[src/rtl/imem_pkg.sv]
// Shared definitions for the instruction-memory loader: FSM states, word geometry
// and the big-endian byte-lane select.
package imem_pkg;

  typedef enum logic [1:0] {
    IDLE,
    ACCEPT,
    WRITE,
    DONE
  } loader_state_t;

  localparam int unsigned BYTES_PER_WORD = 4;

  // Lane 0 is the most significant byte so the word reads back as
  // {mem[a], mem[a+1], mem[a+2], mem[a+3]}.
  function automatic logic [7:0] byte_lane(input logic [31:0] w, input logic [1:0] idx);
    case (idx)
      2'd0:    return w[31:24];
      2'd1:    return w[23:16];
      2'd2:    return w[15:8];
      default: return w[7:0];
    endcase
  endfunction

endpackage

[src/rtl/imem_loader_if.sv]
// Source handshake plus byte write port of the instruction-memory loader.
// slave = loader side, master = source / memory side.
interface imem_loader_if #(
  parameter int ADDR_BUS_WIDTH = 5,
  parameter int DATA_BUS_WIDTH = 32
);
  logic                      s_valid;
  logic                      s_ready;
  logic [DATA_BUS_WIDTH-1:0] s_data;
  logic                      we;
  logic [ADDR_BUS_WIDTH-1:0] wa;
  logic [7:0]                wd;

  modport slave (
    input  s_valid, s_data,
    output s_ready, we, wa, wd
  );

  modport master (
    output s_valid, s_data,
    input  s_ready, we, wa, wd
  );
endinterface

[src/rtl/imem_loader.sv]
// Sequential word-to-byte writer for the instruction memory (big-endian).
// Optional feature: IMEM_LOADER_CHECKSUM_EN adds a wrapping sum of accepted words.
module imem_loader
  import imem_pkg::*;
#(
  parameter int ADDR_BUS_WIDTH = 5,
  parameter int DATA_BUS_WIDTH = 32,
  parameter int BASE_ADDR      = 0
) (
  input  logic                      clk,
  input  logic                      rst,
  input  logic                      start,
  input  logic [ADDR_BUS_WIDTH-1:0] word_count,
  imem_loader_if.slave              bus,
  output logic                      busy,
  output logic                      done,
  output logic                      err
`ifdef IMEM_LOADER_CHECKSUM_EN
  ,
  output logic [DATA_BUS_WIDTH-1:0] checksum
`endif
);

  localparam int EW = ADDR_BUS_WIDTH + 3;

  loader_state_t             state;
  logic [ADDR_BUS_WIDTH-1:0] words_left;
  logic [ADDR_BUS_WIDTH-1:0] addr;
  logic [1:0]                byte_idx;
  logic [DATA_BUS_WIDTH-1:0] word_q;
  logic [EW-1:0]             load_end;
  logic                      range_bad;

  // Evaluated with three extra bits so a load ending exactly at the top is legal.
  assign load_end  = EW'(BASE_ADDR) + {1'b0, word_count, 2'b00};
  assign range_bad = load_end > (EW'(1) << ADDR_BUS_WIDTH);

  assign bus.wa = addr;

  always_ff @(posedge clk) begin
    if (rst) begin
      state       <= IDLE;
      words_left  <= '0;
      addr        <= '0;
      byte_idx    <= '0;
      word_q      <= '0;
      bus.s_ready <= 1'b0;
      bus.we      <= 1'b0;
      bus.wd      <= '0;
      busy        <= 1'b0;
      done        <= 1'b0;
      err         <= 1'b0;
`ifdef IMEM_LOADER_CHECKSUM_EN
      checksum    <= '0;
`endif
    end else begin
      case (state)
        IDLE: begin
          if (start) begin
            words_left <= word_count;
            addr       <= ADDR_BUS_WIDTH'(BASE_ADDR);
            busy       <= 1'b1;
`ifdef IMEM_LOADER_CHECKSUM_EN
            checksum   <= '0;
`endif
            if (range_bad || word_count == '0) begin
              err   <= range_bad;
              done  <= 1'b1;
              state <= DONE;
            end else begin
              err         <= 1'b0;
              bus.s_ready <= 1'b1;
              state       <= ACCEPT;
            end
          end
        end

        ACCEPT: begin
          if (bus.s_valid) begin
            word_q      <= bus.s_data;
            byte_idx    <= '0;
            bus.s_ready <= 1'b0;
            bus.we      <= 1'b1;
            bus.wd      <= byte_lane(bus.s_data, 2'd0);
`ifdef IMEM_LOADER_CHECKSUM_EN
            checksum    <= checksum + bus.s_data;
`endif
            state       <= WRITE;
          end
        end

        WRITE: begin
          addr     <= addr + ADDR_BUS_WIDTH'(1);
          byte_idx <= byte_idx + 2'd1;
          if (byte_idx == 2'(BYTES_PER_WORD - 1)) begin
            words_left <= words_left - ADDR_BUS_WIDTH'(1);
            bus.we     <= 1'b0;
            if (words_left == ADDR_BUS_WIDTH'(1)) begin
              done  <= 1'b1;
              state <= DONE;
            end else begin
              bus.s_ready <= 1'b1;
              state       <= ACCEPT;
            end
          end else begin
            bus.wd <= byte_lane(word_q, byte_idx + 2'd1);
          end
        end

        default: begin
          done  <= 1'b0;
          busy  <= 1'b0;
          state <= IDLE;
        end
      endcase
    end
  end

endmodule

[src/flat_wrapper.sv]
// flat-port wrapper written by rule: the top's interface ports become plain ports
module imem_loader_flat import imem_pkg::*;
#(
  parameter int ADDR_BUS_WIDTH = 5,
  parameter int DATA_BUS_WIDTH = 32,
  parameter int BASE_ADDR      = 0
)
  (clk, rst, start, word_count, busy, done, err, bus_s_valid, bus_s_data, bus_s_ready, bus_we, bus_wa, bus_wd);
  imem_loader_if #(.ADDR_BUS_WIDTH(ADDR_BUS_WIDTH), .DATA_BUS_WIDTH(DATA_BUS_WIDTH)) bus_i ();
  input  logic clk;
  input  logic rst;
  input  logic start;
  input  logic [ADDR_BUS_WIDTH-1:0] word_count;
  output logic busy;
  output logic done;
  output logic err;
  input wire logic [$bits(bus_i.s_valid)-1:0] bus_s_valid;
  input wire logic [$bits(bus_i.s_data)-1:0] bus_s_data;
  output wire logic [$bits(bus_i.s_ready)-1:0] bus_s_ready;
  output wire logic [$bits(bus_i.we)-1:0] bus_we;
  output wire logic [$bits(bus_i.wa)-1:0] bus_wa;
  output wire logic [$bits(bus_i.wd)-1:0] bus_wd;
  assign bus_i.s_valid = bus_s_valid;
  assign bus_i.s_data = bus_s_data;
  assign bus_s_ready = bus_i.s_ready;
  assign bus_we = bus_i.we;
  assign bus_wa = bus_i.wa;
  assign bus_wd = bus_i.wd;
  imem_loader #(.ADDR_BUS_WIDTH(ADDR_BUS_WIDTH), .DATA_BUS_WIDTH(DATA_BUS_WIDTH), .BASE_ADDR(BASE_ADDR)) u_core (.clk(clk), .rst(rst), .start(start), .word_count(word_count), .bus(bus_i), .busy(busy), .done(done), .err(err));
endmodule
[config.mk]
export PLATFORM = sky130hd
export DESIGN_NAME = imem_loader_flat
export DESIGN_NICKNAME = d
export VERILOG_FILES = /design/src/rtl/imem_pkg.sv /design/src/rtl/imem_loader_if.sv /design/src/rtl/imem_loader.sv /design/src/flat_wrapper.sv
export SDC_FILE = /design/constraint.sdc
export NUM_CORES = 1
export LEC_CHECK = 0
export CORE_ASPECT_RATIO = 0.5
export CORE_MARGIN = 1.5
export CORE_UTILIZATION = 46
export DETAILED_ROUTE_END_ITERATION = 16
export GPL_ROUTABILITY_DRIVEN = 1
export GPL_TIMING_DRIVEN = 0
export PLACE_DENSITY = 0.75
export SYNTH_ARGS = -nofsm -noshare
export SYNTH_HDL_FRONTEND = slang
export SYNTH_SLANG_ARGS = --single-unit
[constraint.sdc]
create_clock -name clk -period 1.7 [get_ports clk]
set_clock_uncertainty 0.05 [all_clocks]
set_input_delay 0.34 -clock clk [delete_from_list [all_inputs] [get_ports clk]]
set_output_delay 0.34 -clock clk [all_outputs]
set_load 0.005 [all_outputs]
==> flow_summary.html, run 1 <==
<table>
<tr><th>Metric</th><th>Value</th></tr>
<tr><th colspan="2">Status</th></tr>
<tr><td>Status</td><td>finished, violations left</td></tr>
<tr><td>Violated checks</td><td>negative setup slack</td></tr>
<tr><th colspan="2">Timing</th></tr>
<tr><td>Final max-slew violation count</td><td>0</td></tr>
<tr><td>Rel. slew slack</td><td>0.676</td></tr>
<tr><td>Worst hold slack across all endpoints</td><td>between 0.2 and 0.25 ns</td></tr>
<tr><td>Worst path setup slack after routing</td><td>-0.0904 ns</td></tr>
<tr><td>Final setup violation count</td><td>4</td></tr>
<tr><td>Final Critical Period</td><td>1.79 ns</td></tr>
<tr><td>RSZ-0062 raised after global routing</td><td>yes</td></tr>
<tr><td>Post-route clock period utilization</td><td>1.05</td></tr>
<tr><td>Fin. Hold Viols</td><td>0</td></tr>
<tr><td>Setup TNS</td><td>-0.182 ns</td></tr>
<tr><td>Actual slew at the worst max-slew pin</td><td>roughly 0.5 ns</td></tr>
<tr><td>Maximum achievable frequency</td><td>559 MHz</td></tr>
<tr><th colspan="2">Power</th></tr>
<tr><td>Peak supply drop</td><td>0.000629 V</td></tr>
<tr><td>Power per unit of standard cell area</td><td>1460 nW/µm²</td></tr>
<tr><td>Static power due to leakage</td><td>1.45 nW</td></tr>
<tr><td>Total power of the final layout</td><td>6.08 mW</td></tr>
<tr><th colspan="2">CTS</th></tr>
<tr><td>Number of clock buffers inserted by TritonCTS</td><td>9</td></tr>
<tr><td>Worst skew pair latency</td><td>around 0.33 ns</td></tr>
<tr><td>Clock Tree Buf Depth</td><td>2</td></tr>
<tr><td>CTS H-tree lvls</td><td>3</td></tr>
<tr><td>Root buf cell</td><td>clkbuf_16</td></tr>
<tr><td>CTS tree</td><td>built</td></tr>
<tr><td>Clock transition at the registers of the reported paths</td><td>0.06 ns</td></tr>
<tr><td>Number of clock sinks seen by CTS</td><td>59</td></tr>
<tr><th colspan="2">Placed design</th></tr>
<tr><td>Number of port buffers</td><td>57</td></tr>
<tr><td>HPWL after detailed placement</td><td>5470 µm</td></tr>
<tr><td>Routability cong.</td><td>between 0.8 and 0.9</td></tr>
<tr><th colspan="2">Yosys</th></tr>
<tr><td>Share of cell area taken by muxes after synthesis</td><td>0.0725</td></tr>
<tr><td>Share of synthesized cell area in full adder, half adder and majority cells</td><td>0.0512</td></tr>
<tr><td>Commonest cells post-synth</td><td>nand2_1 (76), dfxtp_1 (59), a21oi_1 (43), inv_1 (20), mux2i_1 (19)</td></tr>
<tr><td>Post-Synthesis Mean Instance Area</td><td>8.25 µm²</td></tr>
<tr><td>Cell type with the largest total area after synthesis</td><td>dfxtp_1</td></tr>
<tr><td>Area of the mapped netlist</td><td>approximately 2900 µm²</td></tr>
<tr><td>Gate count of the mapped netlist</td><td>around 360</td></tr>
<tr><td>Count of different cell masters after synthesis</td><td>51</td></tr>
<tr><td>Proportion of netlist area held by the largest area contributor</td><td>0.402</td></tr>
<tr><td>Fraction of registers with async set/reset</td><td>0</td></tr>
<tr><td>Ys flop type</td><td>dfxtp_1</td></tr>
<tr><td>Simple-gate share of the synthesized area</td><td>0.203</td></tr>
<tr><td>Share of synthesized area occupied by flip-flops and latches</td><td>0.402</td></tr>
<tr><td>Most repeated cell in the gate-level netlist after synthesis</td><td>nand2_1</td></tr>
<tr><td>Largest family of logic cells by synthesized area</td><td>simple AND/OR/NAND/NOR gates</td></tr>
<tr><td>Synth Area in XOR/XNOR</td><td>0.00298</td></tr>
<tr><td>Area fraction in compound gates after synthesis</td><td>0.200</td></tr>
<tr><td>Synthesized net count</td><td>409</td></tr>
<tr><td>Leading cell types by total area after synthesis</td><td>dfxtp_1 (40%), nand2_1 (9.7%), a21oi_1 (7.3%), mux2i_1 (6.5%), ha_1 (5.1%)</td></tr>
<tr><td>Count of flip-flops with a built-in enable after synthesis</td><td>0</td></tr>
<tr><td>Yosys synthesis warning count</td><td>0</td></tr>
<tr><td>Flop and latch count out of synthesis</td><td>59</td></tr>
<tr><th colspan="2">Setup path</th></tr>
<tr><td>Data required time of the critical path</td><td>1.91 ns</td></tr>
<tr><td>Crit path launch type</td><td>register</td></tr>
<tr><td>Crit path kind</td><td>register to register</td></tr>
<tr><td>Critical Path Fanout Max</td><td>10</td></tr>
<tr><td>Arrival time of data at the critical path endpoint</td><td>2.00 ns</td></tr>
<tr><td>CP endpoint kind</td><td>register</td></tr>
<tr><th colspan="2">GRT</th></tr>
<tr><td>Overflow left after global routing</td><td>0</td></tr>
<tr><td>Tot GR Track Use</td><td>0.239</td></tr>
<tr><td>Maximum number of pins on one net before global-route repair</td><td>13</td></tr>
<tr><td>Wire length of the first global-routing pass</td><td>12600 µm</td></tr>
<tr><td>Via count of the first global-routing pass</td><td>2668</td></tr>
<tr><td>Number of antenna violations at the first check in global routing</td><td>0</td></tr>
<tr><th colspan="2">Detailed routing</th></tr>
<tr><td>Post-route DRC violation count</td><td>0</td></tr>
<tr><td>First DRT Iteration DRCs</td><td>approximately 250</td></tr>
<tr><td>Antenna viol nets, final</td><td>0</td></tr>
<tr><td>Total vias in the final route</td><td>2856</td></tr>
<tr><td>Via-to-Cell Ratio</td><td>5.47</td></tr>
<tr><td>DRT Pass-1 Iters</td><td>7</td></tr>
<tr><td>WL/cell</td><td>15.7 µm</td></tr>
<tr><td>Wire length reported by the detailed router</td><td>roughly 8200 µm</td></tr>
<tr><th colspan="2">Floorplanning</th></tr>
<tr><td>Die Wd</td><td>116 µm</td></tr>
<tr><td>Die ar.</td><td>roughly 7000 µm²</td></tr>
<tr><td>I/O Pins</td><td>59</td></tr>
<tr><td>Die extent in y</td><td>just under 60 µm</td></tr>
<tr><td>Placement row count</td><td>20</td></tr>
<tr><td>Initial Utilization</td><td>0.481</td></tr>
<tr><td>Core area</td><td>6110 µm²</td></tr>
<tr><th colspan="2">Final layout</th></tr>
<tr><td>Layout overhead on the synthesized area</td><td>41.6%</td></tr>
<tr><td>Count of inserted antenna diode cells</td><td>0</td></tr>
<tr><td>Proportion of layout cells with a drive suffix above 1</td><td>0.177</td></tr>
<tr><td>Number of nets in the layout</td><td>482</td></tr>
<tr><th colspan="2">Hold path</th></tr>
<tr><td>Type of the worst min-delay path</td><td>primary input to register</td></tr>
<tr><th colspan="2">Job</th></tr>
<tr><td>Number of maximum-capacitance violations</td><td>0</td></tr>
</table>
==> flip-flops by register name, summed over array words and instances (netlist names) <==
name and count:
u_core.bus.s_ready 1, u_core.bus.wa 5, u_core.bus.wd 8, u_core.bus.we 1
u_core.busy 1, u_core.byte_idx 2, u_core.done 1, u_core.err 1
u_core.state 2, u_core.word_q 32, u_core.words_left 5
==> power by group <==
group          total, mW  switching (mW)  internal, mW
Combinational       2.41            1.18          1.23
Sequential          1.95           0.245          1.70
Clock               1.72           0.685          1.04
Total               6.08            2.11          3.97
==> worst max-delay path, cell delays in order, from the launching register on <==
cell and delay, ns:
dfxtp_4 0.37, inv_4 0.05, ha_4 0.16, nor2b_4 0.12, buf_6 0.13, or3_4 0.34, or3_4 0.38, a21oi_2 0.12
==> cell families (layout without fill, tap and decap cells) <==
| group | Yosys count | in the layout |
|---|---|---|
| flops | 59 | 59 |
| mux | 21 | 21 |
| simple gates | 129 | 129 |
| compound gates | 88 | 88 |
| buf+inv | 46 | 124 |
| fa+ha+maj | 12 | 12 |
| xor+xnor | 1 | 1 |
==> metrics by stage <==
stage               cells  setup slack (ns)  area (µm²)   util
floorplan             356           -0.0582        2960      -
global placement      501            -0.373        3640  0.596
detailed placement    501            -0.398        3640  0.596
CTS                   520            -0.109        4040  0.661
global route          522            -0.150        4160  0.681
finish                522           -0.0904        4160  0.681
==> final timing paths <==
| path | startpoint | endpoint | slack (ns) | cells after the start |
|---|---|---|---|---|
| min reg2reg | u_core.word_q[1] | u_core.word_q[1] | 0.41 | 2 |
| max reg2reg | u_core.state[1] | u_core.state[0] | -0.09 | 7 |
| max | u_core.state[1] | u_core.state[0] | -0.09 | 7 |
| min | start | u_core.err | 0.22 | 2 |
==> timing repair <==
item | in CTS | in global routing
endpoints found under the setup margin | 56 | 51
pin swaps | 6 | 10
buffers inserted | 7 | 2
hold buffers | 0 | 0
gates resized for setup | 23 | 36
cloned | 0 | 1
==> cell type report <==
| type | instances | area, µm² |
|---|---|---|
| clock buffers | 10 | 239 |
| fillers | 509 | 1950 |
| repair buffers | 67 | 657 |
| flip-flops and latches | 59 | 1200 |
| inverters | 20 | 77.6 |
| multi-input cells | 251 | 1690 |
| well taps | 88 | 110 |
| plain buffers | 21 | 133 |
| clock inverters | 6 | 48.8 |
==> layer usage <==
layer  share of wire  vias up  GRT usage
met5               0        -          0
met4           0.017        0     0.0732
met3           0.058       16     0.0624
met2            0.49      104      0.418
met1            0.43     1346      0.292
li1                -     1390          -
==> cells in the final DEF, fill, tap and decap left out, drive strengths merged, types with 2 or more instances in the layout <==
cell	count
nand2b	3
nand2	76
a211oi	11
inv	22
nand3	4
o221a	2
a222oi	8
mux2	2
a2111oi	2
mux2i	19
nor3	6
clkbuf	25
or3	3
nand4	3
ha	12
clkdlybuf4s50	57
nor2	18
buf	16
clkinvlp	3
o21ai	8
and2	2
a21oi	44
nor4	3
nor2b	6
o31a	2
dfxtp	59
Power figures use the tool's default switching activity.
==> run 2: changes to the inputs <==
Settings changed: SKIP_CTS_REPAIR_TIMING set to 1.
==> run 2 against run 1 <==
  * The flow still finishes with violations (negative setup slack)
  * Via count down 0.35%
  * Critical path depth decreased by 1
  * Wire length rose by 1.7%
  * Highest routed layer unchanged
==> flow_summary.html, run 2 (synthesized netlist as in run 1, its figures left out) <==
<table>
<tr><th>Metric</th><th>Value</th></tr>
<tr><th colspan="2">CTS</th></tr>
<tr><td>Number of clock buffers inserted by TritonCTS</td><td>9</td></tr>
<tr><td>Clock transition at the registers of the reported paths</td><td>about 0.06 ns</td></tr>
<tr><td>CTS H-tree lvls</td><td>3</td></tr>
<tr><td>Worst skew pair latency</td><td>approximately 0.33 ns</td></tr>
<tr><td>CTS tree</td><td>built</td></tr>
<tr><td>Clock Tree Buf Depth</td><td>2</td></tr>
<tr><td>Root buf cell</td><td>clkbuf_16</td></tr>
<tr><td>Number of clock sinks seen by CTS</td><td>59</td></tr>
<tr><th colspan="2">Detailed routing</th></tr>
<tr><td>Post-route DRC violation count</td><td>0</td></tr>
<tr><td>Met2 wire length</td><td>4190 µm</td></tr>
<tr><td>Met3 WL post-DR</td><td>408 µm</td></tr>
<tr><td>Wire length reported by the detailed router</td><td>around 8300 µm</td></tr>
<tr><td>Via-to-Cell Ratio</td><td>5.43</td></tr>
<tr><td>First DRT Iteration DRCs</td><td>344</td></tr>
<tr><td>Uppermost layer routed</td><td>met4</td></tr>
<tr><td>DRT Pass-1 Iters</td><td>6</td></tr>
<tr><td>Post-Route M1 WL</td><td>3600 µm</td></tr>
<tr><td>Total vias in the final route</td><td>about 2800</td></tr>
<tr><td>WL/cell</td><td>15.9 µm</td></tr>
<tr><td>Antenna viol nets, final</td><td>0</td></tr>
<tr><th colspan="2">Final layout</th></tr>
<tr><td>Final std cells w/o fill</td><td>between 500 and 600</td></tr>
<tr><td>Largest registers ranked by flip-flop count</td><td>u_core.word_q: 32 flops, u_core.bus.wd: 8 flops</td></tr>
<tr><td>Max FFs per register</td><td>32</td></tr>
<tr><td>Number of nets in the layout</td><td>484</td></tr>
<tr><td>Leading cell types in the layout, fill and taps excluded</td><td>nand2_1 (76), clkdlybuf4s50_1 (57), dfxtp_1 (52)</td></tr>
<tr><td>Most common cell after layout, fill and taps aside</td><td>nand2_1</td></tr>
<tr><td>Total of fill cells in the finished design</td><td>520</td></tr>
<tr><td>Area used by sequential logic in the layout</td><td>roughly 1200 µm²</td></tr>
<tr><td>Count of inserted antenna diode cells</td><td>0</td></tr>
<tr><td>Area occupied by multi-input gates</td><td>about 1700 µm²</td></tr>
<tr><td>Proportion of layout cells with a drive suffix above 1</td><td>0.186</td></tr>
<tr><td>Largest register by flop count</td><td>u_core.word_q</td></tr>
<tr><td>Layout overhead on the synthesized area</td><td>41.9%</td></tr>
<tr><th colspan="2">Floorplanning</th></tr>
<tr><td>Initial Utilization</td><td>0.481</td></tr>
<tr><td>I/O Pins</td><td>59</td></tr>
<tr><td>Die extent in y</td><td>between 50 and 60 µm</td></tr>
<tr><td>Die ar.</td><td>between 6000 and 7000 µm²</td></tr>
<tr><td>Die Wd</td><td>116 µm</td></tr>
<tr><td>Placement row count</td><td>20</td></tr>
<tr><td>Core area</td><td>6110 µm²</td></tr>
<tr><th colspan="2">Power</th></tr>
<tr><td>Total power of the final layout</td><td>6.12 mW</td></tr>
<tr><td>Peak supply drop</td><td>0.000633 V</td></tr>
<tr><td>Static power due to leakage</td><td>1.46 nW</td></tr>
<tr><td>Power per unit of standard cell area</td><td>1470 nW/µm²</td></tr>
<tr><th colspan="2">Timing</th></tr>
<tr><td>Worst path setup slack after routing</td><td>-0.135 ns</td></tr>
<tr><td>Maximum achievable frequency</td><td>545 MHz</td></tr>
<tr><td>Post-route clock period utilization</td><td>1.08</td></tr>
<tr><td>Actual slew at the worst max-slew pin</td><td>0.526 ns</td></tr>
<tr><td>Final Critical Period</td><td>1.84 ns</td></tr>
<tr><td>Final setup violation count</td><td>11</td></tr>
<tr><td>Rel. slew slack</td><td>0.646</td></tr>
<tr><td>RSZ-0062 raised after global routing</td><td>yes</td></tr>
<tr><td>Final max-slew violation count</td><td>0</td></tr>
<tr><td>Fin. Hold Viols</td><td>0</td></tr>
<tr><th colspan="2">Setup path</th></tr>
<tr><td>CP max stage delay</td><td>0.41 ns</td></tr>
<tr><td>Top cell family by delay on the critical path</td><td>simple AND/OR/NAND/NOR gates</td></tr>
<tr><td>CP endpoint kind</td><td>register</td></tr>
<tr><td>Critical Path Fanout Max</td><td>5</td></tr>
<tr><td>Data required time of the critical path</td><td>around 1.9 ns</td></tr>
<tr><td>Crit path kind</td><td>register to register</td></tr>
<tr><td>Cell depth of the worst setup path</td><td>6</td></tr>
<tr><td>Worst reg-to-reg path cell count</td><td>6</td></tr>
<tr><td>Count of buffer and inverter cells on the critical path</td><td>1</td></tr>
<tr><td>Critical-path cell with the highest stage delay</td><td>or3_4</td></tr>
<tr><td>Cell seen most often among critical-path stages</td><td>or3_4</td></tr>
<tr><td>Crit path launch type</td><td>register</td></tr>
<tr><td>Arrival time of data at the critical path endpoint</td><td>between 2 and 2.5 ns</td></tr>
<tr><td>Crit-path cells</td><td>buf_6, ha_4, nor2b_4, or3_4, or3_4, a21oi_2</td></tr>
<tr><th colspan="2">Placed design</th></tr>
<tr><td>Routability cong.</td><td>about 0.84</td></tr>
<tr><td>HPWL after detailed placement</td><td>5470 µm</td></tr>
<tr><td>Number of port buffers</td><td>57</td></tr>
<tr><td>Number of instances in the placed design</td><td>501</td></tr>
<tr><td>Worst slack, placed</td><td>-0.398 ns</td></tr>
<tr><th colspan="2">Hold path</th></tr>
<tr><td>Cell count of the worst hold path</td><td>2</td></tr>
<tr><td>Type of the worst min-delay path</td><td>primary input to register</td></tr>
<tr><th colspan="2">GRT</th></tr>
<tr><td>Tot GR Track Use</td><td>0.230</td></tr>
<tr><td>Maximum number of pins on one net before global-route repair</td><td>13</td></tr>
<tr><td>Wire length of the first global-routing pass</td><td>12100 µm</td></tr>
<tr><td>Number of antenna violations at the first check in global routing</td><td>0</td></tr>
<tr><td>Via count of the first global-routing pass</td><td>roughly 2600</td></tr>
<tr><td>Overflow left after global routing</td><td>0</td></tr>
<tr><th colspan="2">Status</th></tr>
<tr><td>Status</td><td>finished, violations left</td></tr>
<tr><td>Violated checks</td><td>negative setup slack</td></tr>
<tr><th colspan="2">Job</th></tr>
<tr><td>Number of maximum-capacitance violations</td><td>0</td></tr>
</table>
==> run 2: cell count changes in the layout (fill, tap and decap cells not counted), moves of 2 or more <==
cell / change
buf_4: +7
clkbuf_4: +2
clkbuf_2: -4
clkbuf_1: -2
==> run 2: metal layers <==
layer	track usage	up-vias
met5	0	-
met2	0.403	96
li1	-	1388
met3	0.0624	13
met1	0.280	1349
met4	0.0732	0
==> run 2: cell type report <==
cell class	instances	share of cell area
flip-flops and latches	59	0.288
clock inverters	6	0.0117
plain buffers	19	0.0321
clock buffers	10	0.0574
well taps	88	0.0264
inverters	20	0.0186
multi-input cells	252	0.403
repair buffers	70	0.163
==> run 2: power breakdown <==
group | switching (mW) | internal, mW
combinational | 1.18 | 1.26
sequential | 0.246 | 1.70
clock | 0.690 | 1.04
total | 2.12 | 4.00
==> run 2: worst register-to-register path, stage by stage (launching register included) <==
cell and delay (ns):
dfxtp_4 0.36, buf_6 0.12, ha_4 0.17, nor2b_4 0.13
or3_4 0.41, or3_4 0.38, a21oi_2 0.14
==> run 2: final timing paths <==
path	from	end	slack, ns
max	u_core.state[0]	u_core.state[0]	-0.14
max reg2reg	u_core.state[0]	u_core.state[0]	-0.14
min	start	u_core.err	0.22
min reg2reg	u_core.word_q[31]	u_core.word_q[31]	0.41
==> run 2: metrics by stage <==
step / util / setup TNS (ns) / cell area [µm²] / hold WS [ns]
floorplan: - / -0.0993 / 2960 / 0.386
global placement: 0.596 / -15.66 / 3640 / 0.395
detailed placement: 0.596 / -17.14 / 3640 / 0.398
CTS: 0.643 / -5.57 / 3930 / 0.216
global route: 0.682 / -1.81 / 4170 / 0.253
finish: 0.682 / -0.818 / 4170 / 0.222
==> run 3: changes to the inputs <==
Settings changed: CORE_UTILIZATION 46 to 55, PLACE_DENSITY 0.75 to 0.85, TNS_END_PERCENT set to 5.
Clock period 1.7 ns to 2.4 ns, I/O delays scaled along.
==> run 3 against run 2 <==
  * The run now ends clean
  * Final area fell by 8.8%
  * Worst hold slack improved by 0.11 ns
  * Non-clock buffer count fell by 6
  * Global-route usage up 4.8 points
  * Die area is 16% lower
  * Power fell by 40%
  * Register-to-register slack improved by 0.44 ns
  * Via count grew 0.81%
  * Highest routed layer unchanged
==> flow_summary.html, run 3 (synthesized netlist as in run 1, its figures left out) <==
<table>
<tr><th>Metric</th><th>Value</th></tr>
<tr><th colspan="2">Status</th></tr>
<tr><td>Status</td><td>finished clean</td></tr>
<tr><th colspan="2">Detailed routing</th></tr>
<tr><td>Wire length reported by the detailed router</td><td>7680 µm</td></tr>
<tr><td>DRT Pass-1 Iters</td><td>8</td></tr>
<tr><td>Total vias in the final route</td><td>2869</td></tr>
<tr><td>Via-to-Cell Ratio</td><td>approximately 5.7</td></tr>
<tr><td>Post-route DRC violation count</td><td>0</td></tr>
<tr><td>First DRT Iteration DRCs</td><td>between 200 and 300</td></tr>
<tr><td>Antenna viol nets, final</td><td>0</td></tr>
<tr><td>WL/cell</td><td>15.4 µm</td></tr>
<tr><th colspan="2">GRT</th></tr>
<tr><td>Met2 usage</td><td>0.490</td></tr>
<tr><td>Tot GR Track Use</td><td>0.278</td></tr>
<tr><td>Wire length of the first global-routing pass</td><td>approximately 12000 µm</td></tr>
<tr><td>Most utilized layer in the global route result</td><td>met2</td></tr>
<tr><td>Global routing usage on met1</td><td>0.329</td></tr>
<tr><td>Overflow left after global routing</td><td>0</td></tr>
<tr><td>GR Layer Usage met3</td><td>0.0952</td></tr>
<tr><td>Maximum number of pins on one net before global-route repair</td><td>11</td></tr>
<tr><td>Via count of the first global-routing pass</td><td>2562</td></tr>
<tr><td>Number of antenna violations at the first check in global routing</td><td>0</td></tr>
<tr><th colspan="2">CTS</th></tr>
<tr><td>Clock transition at the registers of the reported paths</td><td>roughly 0.07 ns</td></tr>
<tr><td>CTS H-tree lvls</td><td>3</td></tr>
<tr><td>Number of clock buffers inserted by TritonCTS</td><td>9</td></tr>
<tr><td>Worst skew pair latency</td><td>roughly 0.35 ns</td></tr>
<tr><td>Number of clock sinks seen by CTS</td><td>slightly below 60</td></tr>
<tr><td>CTS tree</td><td>built</td></tr>
<tr><td>Clock Tree Buf Depth</td><td>2</td></tr>
<tr><td>Root buf cell</td><td>clkbuf_8</td></tr>
<tr><th colspan="2">Power</th></tr>
<tr><td>Internal power consumption</td><td>approximately 2.4 mW</td></tr>
<tr><td>Power per unit of standard cell area</td><td>971 nW/µm²</td></tr>
<tr><td>Total power of the final layout</td><td>3.69 mW</td></tr>
<tr><td>Static power due to leakage</td><td>1.32 nW</td></tr>
<tr><td>Switching share of total power</td><td>0.353</td></tr>
<tr><td>Clock power frac</td><td>0.252</td></tr>
<tr><td>Sequential power share</td><td>0.368</td></tr>
<tr><td>Portion of total power attributed to combinational logic</td><td>0.380</td></tr>
<tr><td>Power spent charging and discharging nets</td><td>1.30 mW</td></tr>
<tr><td>Peak supply drop</td><td>0.000470 V</td></tr>
<tr><th colspan="2">Floorplanning</th></tr>
<tr><td>Die Wd</td><td>106 µm</td></tr>
<tr><td>Placement row count</td><td>18</td></tr>
<tr><td>I/O Pins</td><td>59</td></tr>
<tr><td>Core area</td><td>5020 µm²</td></tr>
<tr><td>Die extent in y</td><td>approximately 55 µm</td></tr>
<tr><td>Initial Utilization</td><td>0.584</td></tr>
<tr><td>Die ar.</td><td>between 5000 and 6000 µm²</td></tr>
<tr><th colspan="2">Job</th></tr>
<tr><td>Number of maximum-capacitance violations</td><td>0</td></tr>
<tr><th colspan="2">Final layout</th></tr>
<tr><td>Layout overhead on the synthesized area</td><td>29.4%</td></tr>
<tr><td>Most common cell after layout, fill and taps aside</td><td>nand2_1</td></tr>
<tr><td>Total of fill cells in the finished design</td><td>357</td></tr>
<tr><td>Proportion of layout cells with a drive suffix above 1</td><td>0.0746</td></tr>
<tr><td>Area occupied by multi-input gates</td><td>1560 µm²</td></tr>
<tr><td>Count of inserted antenna diode cells</td><td>0</td></tr>
<tr><td>Largest register by flop count</td><td>u_core.word_q</td></tr>
<tr><td>Leading cell types in the layout, fill and taps excluded</td><td>nand2_1 (76), dfxtp_1 (59), clkdlybuf4s50_1 (57)</td></tr>
<tr><td>Max FFs per register</td><td>32</td></tr>
<tr><td>Number of nets in the layout</td><td>477</td></tr>
<tr><td>Largest registers ranked by flip-flop count</td><td>u_core.word_q: 32 flops, u_core.bus.wd: 8 flops</td></tr>
<tr><td>Area used by sequential logic in the layout</td><td>1180 µm²</td></tr>
<tr><th colspan="2">Setup path</th></tr>
<tr><td>Crit path launch type</td><td>register</td></tr>
<tr><td>Count of buffer and inverter cells on the critical path</td><td>2</td></tr>
<tr><td>Top cell family by delay on the critical path</td><td>compound AO/OA/AOI/OAI gates</td></tr>
<tr><td>Crit path kind</td><td>register to register</td></tr>
<tr><td>Critical Path Fanout Max</td><td>10</td></tr>
<tr><td>Data required time of the critical path</td><td>approximately 2.6 ns</td></tr>
<tr><td>CP endpoint kind</td><td>register</td></tr>
<tr><td>Arrival time of data at the critical path endpoint</td><td>2.30 ns</td></tr>
<tr><td>CP max stage delay</td><td>0.38 ns</td></tr>
<tr><td>Critical-path cell with the highest stage delay</td><td>dfxtp_1</td></tr>
<tr><td>Crit-path cells</td><td>inv_1, ha_1, nor2b_4, a211oi_4, buf_2, nor2_1, a211oi_1</td></tr>
<tr><th colspan="2">Placed design</th></tr>
<tr><td>Routability cong.</td><td>0.842</td></tr>
<tr><td>Number of port buffers</td><td>57</td></tr>
<tr><td>HPWL after detailed placement</td><td>between 5000 and 6000 µm</td></tr>
<tr><th colspan="2">Timing</th></tr>
<tr><td>Rel. slew slack</td><td>0.584</td></tr>
<tr><td>Final max-slew violation count</td><td>0</td></tr>
<tr><td>Fin. Hold Viols</td><td>0</td></tr>
<tr><td>Final Critical Period</td><td>between 2 and 2.5 ns</td></tr>
<tr><td>Final setup violation count</td><td>0</td></tr>
<tr><td>Actual slew at the worst max-slew pin</td><td>about 0.62 ns</td></tr>
<tr><td>Maximum achievable frequency</td><td>477 MHz</td></tr>
<tr><td>RSZ-0062 raised after global routing</td><td>no</td></tr>
<tr><td>Post-route clock period utilization</td><td>0.873</td></tr>
<tr><td>Setup TNS</td><td>0 ns</td></tr>
<tr><th colspan="2">Hold path</th></tr>
<tr><td>Type of the worst min-delay path</td><td>primary input to register</td></tr>
</table>
## run 3: worst paths after layout
kind	from	to	slack (ns)	cells past startpoint
max	u_core.state[1]	u_core.bus.wd[3]	0.30	7
min	start	u_core.err	0.34	2
max reg2reg	u_core.state[1]	u_core.bus.wd[3]	0.30	7
min reg2reg	u_core.word_q[3]	u_core.word_q[3]	0.41	2
## run 3: final cells by class
cell class | instances | share of cell area
well taps | 70 | 0.0231
multi-input cells | 251 | 0.410
flip-flops and latches | 59 | 0.311
plain buffers | 26 | 0.0326
repair buffers | 57 | 0.150
inverters | 20 | 0.0198
clock inverters | 4 | 0.0129
clock buffers | 12 | 0.0409
## run 3: metrics by stage
stage	setup slack (ns)	std cells	cell area [µm²]	utilization	hold slack [ns]
global route	0.214	499	3800	0.756	0.331
detailed placement	0.203	483	3590	0.715	0.400
global placement	0.209	483	3590	0.715	0.394
floorplan	0.560	356	2940	-	0.386
CTS	0.332	499	3800	0.756	0.328
finish	0.304	499	3800	0.756	0.336
## run 3: worst register-to-register path, stage by stage (launching register included)
cell and delay, ns:
dfxtp_1 0.38, inv_1 0.09, ha_1 0.30, nor2b_4 0.19
a211oi_4 0.38, buf_2 0.30, nor2_1 0.08, a211oi_1 0.24
## run 3: per-layer routing
layer  wire length (µm)  share of wire
met4                144          0.019
met5                  0              0
met1               3340           0.44
met2               3630           0.47
met3                561          0.073
## run 3: power groups by stage
stage | combinational [mW] | sequential (mW) | clock [mW]
after floorplan | 0.869 | 1.34 | 0
after global placement | 1.31 | 1.35 | 0
after detailed placement | 1.36 | 1.37 | 0
after CTS | 1.38 | 1.35 | 0.940
after global routing | 1.55 | 1.38 | 0.989
final | 1.40 | 1.36 | 0.931
